[config.mk]
export PLATFORM = sky130hd
export DESIGN_NAME = hazard_ctrl
export DESIGN_NICKNAME = d
export VERILOG_FILES = /design/src/rtl/hazard_ctrl.sv
export SDC_FILE = /design/constraint.sdc
export NUM_CORES = 1
export LEC_CHECK = 0
export ABC_CLOCK_PERIOD_IN_PS = 2700
export CAP_MARGIN = 20
export CORE_MARGIN = 2
export CORE_UTILIZATION = 30
export CTS_BUF_LIST = sky130_fd_sc_hd__clkbuf_8
export CTS_CLUSTER_SIZE = 28
export DETAILED_ROUTE_END_ITERATION = 10
export GPL_TIMING_DRIVEN = 0
export PLACE_DENSITY = 0.8
export SYNTH_ARGS = -nofsm -noshare
export SYNTH_HDL_FRONTEND = slang
export SYNTH_SLANG_ARGS = --single-unit
[constraint.sdc]
create_clock -name clk -period 2.7 [get_ports clk]
set_clock_uncertainty 0.05 [all_clocks]
set_input_delay 0.81 -clock clk [delete_from_list [all_inputs] [get_ports clk]]
set_output_delay 0.81 -clock clk [all_outputs]
set_load 0.005 [all_outputs]
[src/rtl/hazard_ctrl.sv]
// Hazard/stall controller: forwarding selects, load-use and branch bubbles, memory-wait FSM with timeout.
// Optional saturating stall/flush performance counters are enabled by HAZARD_PERF_CNT_EN.
module hazard_ctrl #(
    parameter int REG_ADDR_WIDTH  = 5,
    parameter int RESULTSRC_WIDTH = 2,
    parameter int MEM_TIMEOUT     = 16,
    parameter int CNT_WIDTH       = 32
) (
    input  logic                       clk,
    input  logic                       rst,
    input  logic [REG_ADDR_WIDTH-1:0]  rs1_D,
    input  logic [REG_ADDR_WIDTH-1:0]  rs2_D,
    input  logic [REG_ADDR_WIDTH-1:0]  rs1_E,
    input  logic [REG_ADDR_WIDTH-1:0]  rs2_E,
    input  logic [REG_ADDR_WIDTH-1:0]  rd_E,
    input  logic [RESULTSRC_WIDTH-1:0] ResultSrc_E,
    input  logic                       PCSrc_E,
    input  logic [REG_ADDR_WIDTH-1:0]  rd_M,
    input  logic [REG_ADDR_WIDTH-1:0]  rd_W,
    input  logic                       RegWrite_M,
    input  logic                       RegWrite_W,
    input  logic                       MemAccess_M,
    input  logic                       MemReady_M,
    output logic                       Stall_F,
    output logic                       Stall_D,
    output logic                       Stall_E,
    output logic                       Stall_M,
    output logic                       Flush_D,
    output logic                       Flush_E,
    output logic                       Flush_W,
    output logic [1:0]                 ForwardA_E,
    output logic [1:0]                 ForwardB_E,
    output logic                       MemErr,
    output logic [CNT_WIDTH-1:0]       StallCnt,
    output logic [CNT_WIDTH-1:0]       FlushCnt
);

    typedef enum logic [1:0] {RUN, WAIT, ERR} state_t;

    localparam int WCW = $clog2(MEM_TIMEOUT + 1);
    localparam logic [WCW-1:0] TIMEOUT = WCW'(MEM_TIMEOUT);
    localparam logic [RESULTSRC_WIDTH-1:0] SRC_LOAD = RESULTSRC_WIDTH'(1);

    state_t         state_q;
    logic [WCW-1:0] wait_cnt_q;
    logic           mem_err_q;
    logic           lw;
    logic           ms;

    function automatic logic [1:0] fwd_sel(input logic [REG_ADDR_WIDTH-1:0] rs,
                                           input logic [REG_ADDR_WIDTH-1:0] rdm,
                                           input logic [REG_ADDR_WIDTH-1:0] rdw,
                                           input logic rwm,
                                           input logic rww);
        if (rwm && rdm != '0 && rdm == rs)
            return 2'b10;
        else if (rww && rdw != '0 && rdw == rs)
            return 2'b01;
        else
            return 2'b00;
    endfunction

    assign lw = (ResultSrc_E == SRC_LOAD) && (rd_E != '0) && ((rd_E == rs1_D) || (rd_E == rs2_D));
    assign ms = MemAccess_M && !MemReady_M;

    always_comb begin
        Stall_F    = 1'b0;
        Stall_D    = 1'b0;
        Stall_E    = 1'b0;
        Stall_M    = 1'b0;
        Flush_D    = 1'b0;
        Flush_E    = 1'b0;
        Flush_W    = 1'b0;
        ForwardA_E = 2'b00;
        ForwardB_E = 2'b00;
        if (!rst) begin
            ForwardA_E = fwd_sel(rs1_E, rd_M, rd_W, RegWrite_M, RegWrite_W);
            ForwardB_E = fwd_sel(rs2_E, rd_M, rd_W, RegWrite_M, RegWrite_W);
            // A memory stall freezes everything up to MEM, so a taken branch waits in EX.
            if (state_q == ERR || ms) begin
                Stall_F = 1'b1;
                Stall_D = 1'b1;
                Stall_E = 1'b1;
                Stall_M = 1'b1;
                Flush_W = 1'b1;
            end else begin
                Stall_F = lw;
                Stall_D = lw;
                Flush_D = PCSrc_E;
                Flush_E = lw | PCSrc_E;
            end
        end
    end

    always_ff @(posedge clk or posedge rst) begin
        if (rst) begin
            state_q    <= RUN;
            wait_cnt_q <= '0;
            mem_err_q  <= 1'b0;
        end else begin
            case (state_q)
                RUN: begin
                    if (ms) begin
                        state_q    <= WAIT;
                        wait_cnt_q <= WCW'(1);
                    end
                end
                WAIT: begin
                    // Completion and abandonment both end the wait without error.
                    if (!ms) begin
                        state_q    <= RUN;
                        wait_cnt_q <= '0;
                    end else if (wait_cnt_q == TIMEOUT) begin
                        state_q   <= ERR;
                        mem_err_q <= 1'b1;
                    end else begin
                        wait_cnt_q <= wait_cnt_q + 1'b1;
                    end
                end
                ERR:     mem_err_q <= 1'b1;
                default: state_q   <= RUN;
            endcase
        end
    end

    assign MemErr = mem_err_q;

`ifdef HAZARD_PERF_CNT_EN
    logic [CNT_WIDTH-1:0] stall_cnt_q, stall_cnt_d;
    logic [CNT_WIDTH-1:0] flush_cnt_q, flush_cnt_d;

    always_comb begin
        stall_cnt_d = stall_cnt_q;
        flush_cnt_d = flush_cnt_q;
        if (Stall_F && !(&stall_cnt_q))
            stall_cnt_d = stall_cnt_q + 1'b1;
        if (Flush_D && !(&flush_cnt_q))
            flush_cnt_d = flush_cnt_q + 1'b1;
    end

    always_ff @(posedge clk or posedge rst) begin
        if (rst) begin
            stall_cnt_q <= '0;
            flush_cnt_q <= '0;
        end else begin
            stall_cnt_q <= stall_cnt_d;
            flush_cnt_q <= flush_cnt_d;
        end
    end

    assign StallCnt = stall_cnt_q;
    assign FlushCnt = flush_cnt_q;
`else
    assign StallCnt = '0;
    assign FlushCnt = '0;
`endif

endmodule

[Yosys cells after proc, flatten, opt, wreduce, memory -nomap -nowiden]
Index checks and enable logic that the tools add are counted.
Cells by class
  $add $sub $neg: 1
  equal/unequal tests: 15
  multiplexer cells: 25
  bitwise operators: 2
  reductions and logical operators: 21
Operators by type and width (count)
  5-bit == test: 6
  5-bit two-way mux: 3
  5-bit nonzero test: 3
  2-bit two-way mux: 7
  1-bit two-way mux: 12
  5-bit one-hot mux with 2 select lines: 1
  1-bit logical AND: 9
  3-bit AND reduction: 3
  2-bit != test (second input constant): 3
  3-bit != test (second input constant): 2
  2-bit one-hot mux with 3 select lines: 1
  5-bit by 1-bit adder with 5-bit output (second input constant): 1
  5-bit == test (second input constant): 1
  2-bit by 1-bit == test with 1-bit output (second input constant): 2
  2-bit nonzero test: 2
  2-bit == test (second input constant): 1
  2-bit logical NOT: 1
  1-bit logical OR: 2
  1-bit one-hot mux with 2 select lines: 1
  1-bit logical NOT: 1
  1-bit inverter: 1
  1-bit bitwise OR: 1
Word-level totals
  register bits: 8
  output and inout bits: 76
  logic and storage cells: 67

[Longest topological paths before layout]
  word-level depth: 6
  mapped depth: 7
  gate-level depth less buffers: 6

[Worst setup path before layout]
Ideal clock, no wire load.
  kind: input -> output
  start point: in rd_M[1]
  end point: out ForwardA_E[0]
  arrival time: 1.879 ns
  data required time: 1.840 ns
  setup slack: -0.039 ns
  cell stages on the path: 4
  cells stage by stage: or4_1 o21ai_2 nor3_1 nor4_2
On the way
  word-level cells in the longest chain between the ends: 5
Ends and longest elaborated chain
  start: declaration: line 18  | input logic [REG_ADDR_WIDTH-1:0] rd_M,
  5-bit nonzero test: line 55  | if (rwm && rdm != '0 && rdm == rs)
  1-bit logical AND: line 55
  1-bit logical AND (*): line 55
  2-bit two-way mux (*): line 55
  2-bit two-way mux (*): line 76  | if (!rst) begin
  end: declaration: line 31  | output logic [1:0] ForwardA_E,
Mark *: on every way between the ends. The rest lies on a longest branch, timed or not.

[Worst setup path in the final report]
  start point: in rd_M[2]
  end point: out ForwardA_E[0]
The elaborated chain is that of the path after synthesis.

==> flow_summary_export.csv <==
group,metric,value,unit
status,status,"complete, but fails checks",
status,violations,"setup timing",
sta,fin_tns_setup,-0.846,ns
yosys,netlist_area,1390,um2
clocking,htreeDepth,1,
die,die_h,72.1,um
critical_path,rrSetupSlack,0.97,ns
sta,finalMaxSlewViolations,0,
grt,grt_usage,0.127,
yosys,synthSimpleGateAreaFrac,0.175,
drt,via_count,1442,
clocking,cts_made_buffers,3,
layout,fillCellCount,424,
sta,final_hold_viol_count,0,
drt,ant_nets,0,
die,floorplan.die_area,5190,um2
run,cap_violations,0,
grt,grt-ovfl-total,0,
die,io_pins,120,
yosys,synth_cell_types,32,
grt,antenna_found_initial,0,
critical_path,reg2reg_depth,7,
yosys,synthAdderAreaFrac,0.0180,
layout,drive_gt1_frac,0.452,
critical_path,worstReg2RegStart,"wait_cnt_q[0]",
critical_path,worstSetupStartpointType,"input port",
critical_path,crit_required,1.84,ns
sta,worst_slew_pin_slew,0.503,ns
layout,antennaDiodeCount,0,
critical_path,rr_endpoint,"MemErr",
layout,mostFrequentLayoutCells,"buf_4, conb_1, xor2_1, buf_2, buf_6",
sta,maxSlewHeadroom,0.665,
drt,via_per_inst,3.98,
yosys,synthMuxAreaShare,0.00720,
sta,post-route-period-util,1.09,
grt,grt_pass1_wl,5400,um
pwr,p_leak,0.00130,uW
yosys,yosysSeqAreaShare,0.144,
clocking,insertion_delay,0.23,ns
layout,fin_cells,362,
drt,routed_wl,3660,um
die,row_count,24,
yosys,synth_top_family_by_area,"buffers and inverters",
yosys,yosysWarnings,0,
yosys,synth_seq_cells,8,
sta,setup_viol,4,
placement,placed_cells,349,
grt,grt_pass1_vias,1233,
yosys,syn_inst,179,
yosys,yosys.area_share.xor_xnor,0.189,
die,core-area,4410,um2
clocking,cts_tree,"done",
pwr,peakVddDrop,0.000126,V
drt,wire_per_inst,10.1,um
min_path,holdPathStages,1,
min_path,hp-start,"MemErr",
sta,rsz0062_at_grt,"yes",
critical_path,end_kind,"output pin",
drt,first_pass_iters,4,
clocking,cts-root-buf,"clkbuf_8",
grt,grt_start_max_net_pins,11,
placement,gp_congestion,0.757,
drt,drcViolationCount,0,
clocking,clk_pin_slew_worst_paths,0.04,ns
placement,portBuffers,55,
critical_path,critical_path_class,"in2out",
die,die_x,72.1,um
sta,setup_slack,-0.250,ns
min_path,holdCritPathClass,"reg2reg",
clocking,ctsLongestPathBuffers,2,
sta,layout_min_cycle_time,2.95,ns
drt,dr.first_iter.drc_count,39,
min_path,hold_end,"MemErr",
critical_path,arrival,2.09,ns
layout,nets,358,
layout,final_common_cell,"buf_4",
pwr,powerDensity,234,nW/um2
clocking,clock_sinks,8,
placement,hpwl,2910,um
yosys,synth_area_per_cell,7.77,um2
yosys,synth_compound_area_frac,0.0837,
layout,layout-area-overhead-vs-synth,73.7,%
critical_path,path_max_fanout,3,
die,start_util,0.315,
sta,max_freq,0.339,GHz
kinds of logic (layout without fill, tap and decap cells):
| family | after synthesis | count (layout) |
|---|---|---|
| buffers and inverters | 74 | 142 |
| other | 1 | 64 |
| AO/OA/AOI/OAI | 19 | 19 |
| adder cells (fa/ha/maj) | 2 | 2 |
| XOR/XNOR | 30 | 30 |
| AND/OR/NAND/NOR | 44 | 44 |
| multiplexers | 1 | 1 |
| flip-flops | 8 | 8 |
registers in the layout, indices dropped and copies added (netlist names):
name / cells
state_q: 2
wait_cnt_q: 5
MemErr: 1
metrics by stage:
step            util  power (uW)  hold slack [ns]  instance area (um2)  setup WS (ns)
2_1_floorplan      -         291            0.415                 1630         0.0652
3_3_place_gp   0.509         391            0.412                 2250          -1.22
3_5_place_dp   0.509         396            0.405                 2250          -1.23
4_1_cts        0.532         546            0.426                 2350         -0.314
5_1_grt        0.547         603            0.449                 2410         -0.292
6_report       0.547         566            0.424                 2410         -0.250
critical path, cell delays in order:
cell and delay [ns]:
buf_8 0.10, or4_4 0.55, o21ai_4 0.19, buf_6 0.13
nor3_4 0.03, nor4_2 0.12, buf_2 0.16
what timing repair did:
item / CTS / global route
hold buffers: 0 / 0
hold endpoints to repair: 0 / 0
resized for setup: 166 / 53
endpoints found under the setup margin: 11 / 7
pin swaps: 28 / 19
buffers inserted: 10 / 3
cell type report:
| class | instances | area [um2] | area share |
|---|---|---|---|
| Inverter | 5 | 22.5 | 0.00933 |
| Sequential cell | 8 | 200 | 0.0829 |
| Clock buffer | 3 | 41.3 | 0.0171 |
| Buffer | 68 | 503 | 0.208 |
| Multi-Input combinational cell | 160 | 1030 | 0.428 |
| Timing Repair Buffer | 66 | 548 | 0.227 |
| Tap cell | 52 | 65.1 | 0.0269 |
layer usage:
layer | global-route usage | share of wire
met2 | 0.250 | 0.54
met3 | 0.0208 | 0.094
met4 | 0.0377 | 0.014
met5 | 0 | 0
met1 | 0.137 | 0.35
power breakdown:
| group | internal [uW] | total [uW] | leakage (uW) | switching, uW |
|---|---|---|---|---|
| Sequential | 125 | 133 | 0.000108 | 7.60 |
| Clock | 96.8 | 145 | 0.0000216 | 48.4 |
| Combinational | 165 | 288 | 0.00117 | 123 |
| Total | 387 | 566 | 0.00130 | 179 |
synth_stat cells:
library cell / number / area, um2
a211oi_1: 1 / 7.51
a21o_1: 1 / 7.51
a21oi_1: 5 / 25.0
a22oi_1: 2 / 15.0
a31oi_1: 1 / 6.26
and3_1: 1 / 6.26
buf_4: 67 / 503
clkbuf_1: 2 / 7.51
conb_1: 1 / 3.75
dfrtp_1: 8 / 200
ha_1: 2 / 25.0
inv_1: 5 / 18.8
mux2i_1: 1 / 10.0
nand2_1: 9 / 33.8
nand2b_1: 1 / 6.26
nand3_1: 7 / 35.0
nor2_1: 6 / 22.5
nor2b_1: 1 / 6.26
nor3_1: 7 / 35.0
nor3b_1: 1 / 7.51
nor4_1: 3 / 18.8
nor4_2: 2 / 25.0
nor4bb_1: 1 / 10.0
o211ai_1: 1 / 7.51
o21ai_0: 5 / 25.0
o21ai_2: 1 / 8.76
o21bai_1: 1 / 7.51
o22ai_1: 1 / 6.26
or2_2: 1 / 6.26
or4_1: 4 / 30.0
xnor2_1: 10 / 87.6
xor2_1: 20 / 175
how the worst max path moves through the flow:
stage	from	to
3_5_place_dp	rst	ForwardB_E[0]
2_1_floorplan	rd_M[1]	ForwardA_E[0]
3_3_place_gp	rst	ForwardB_E[0]
4_1_cts	rd_M[4]	ForwardA_E[0]
5_1_grt	rs1_E[1]	ForwardA_E[0]
6_report	rd_M[2]	ForwardA_E[0]
No activity file was read; power rests on OpenSTA's default activity.
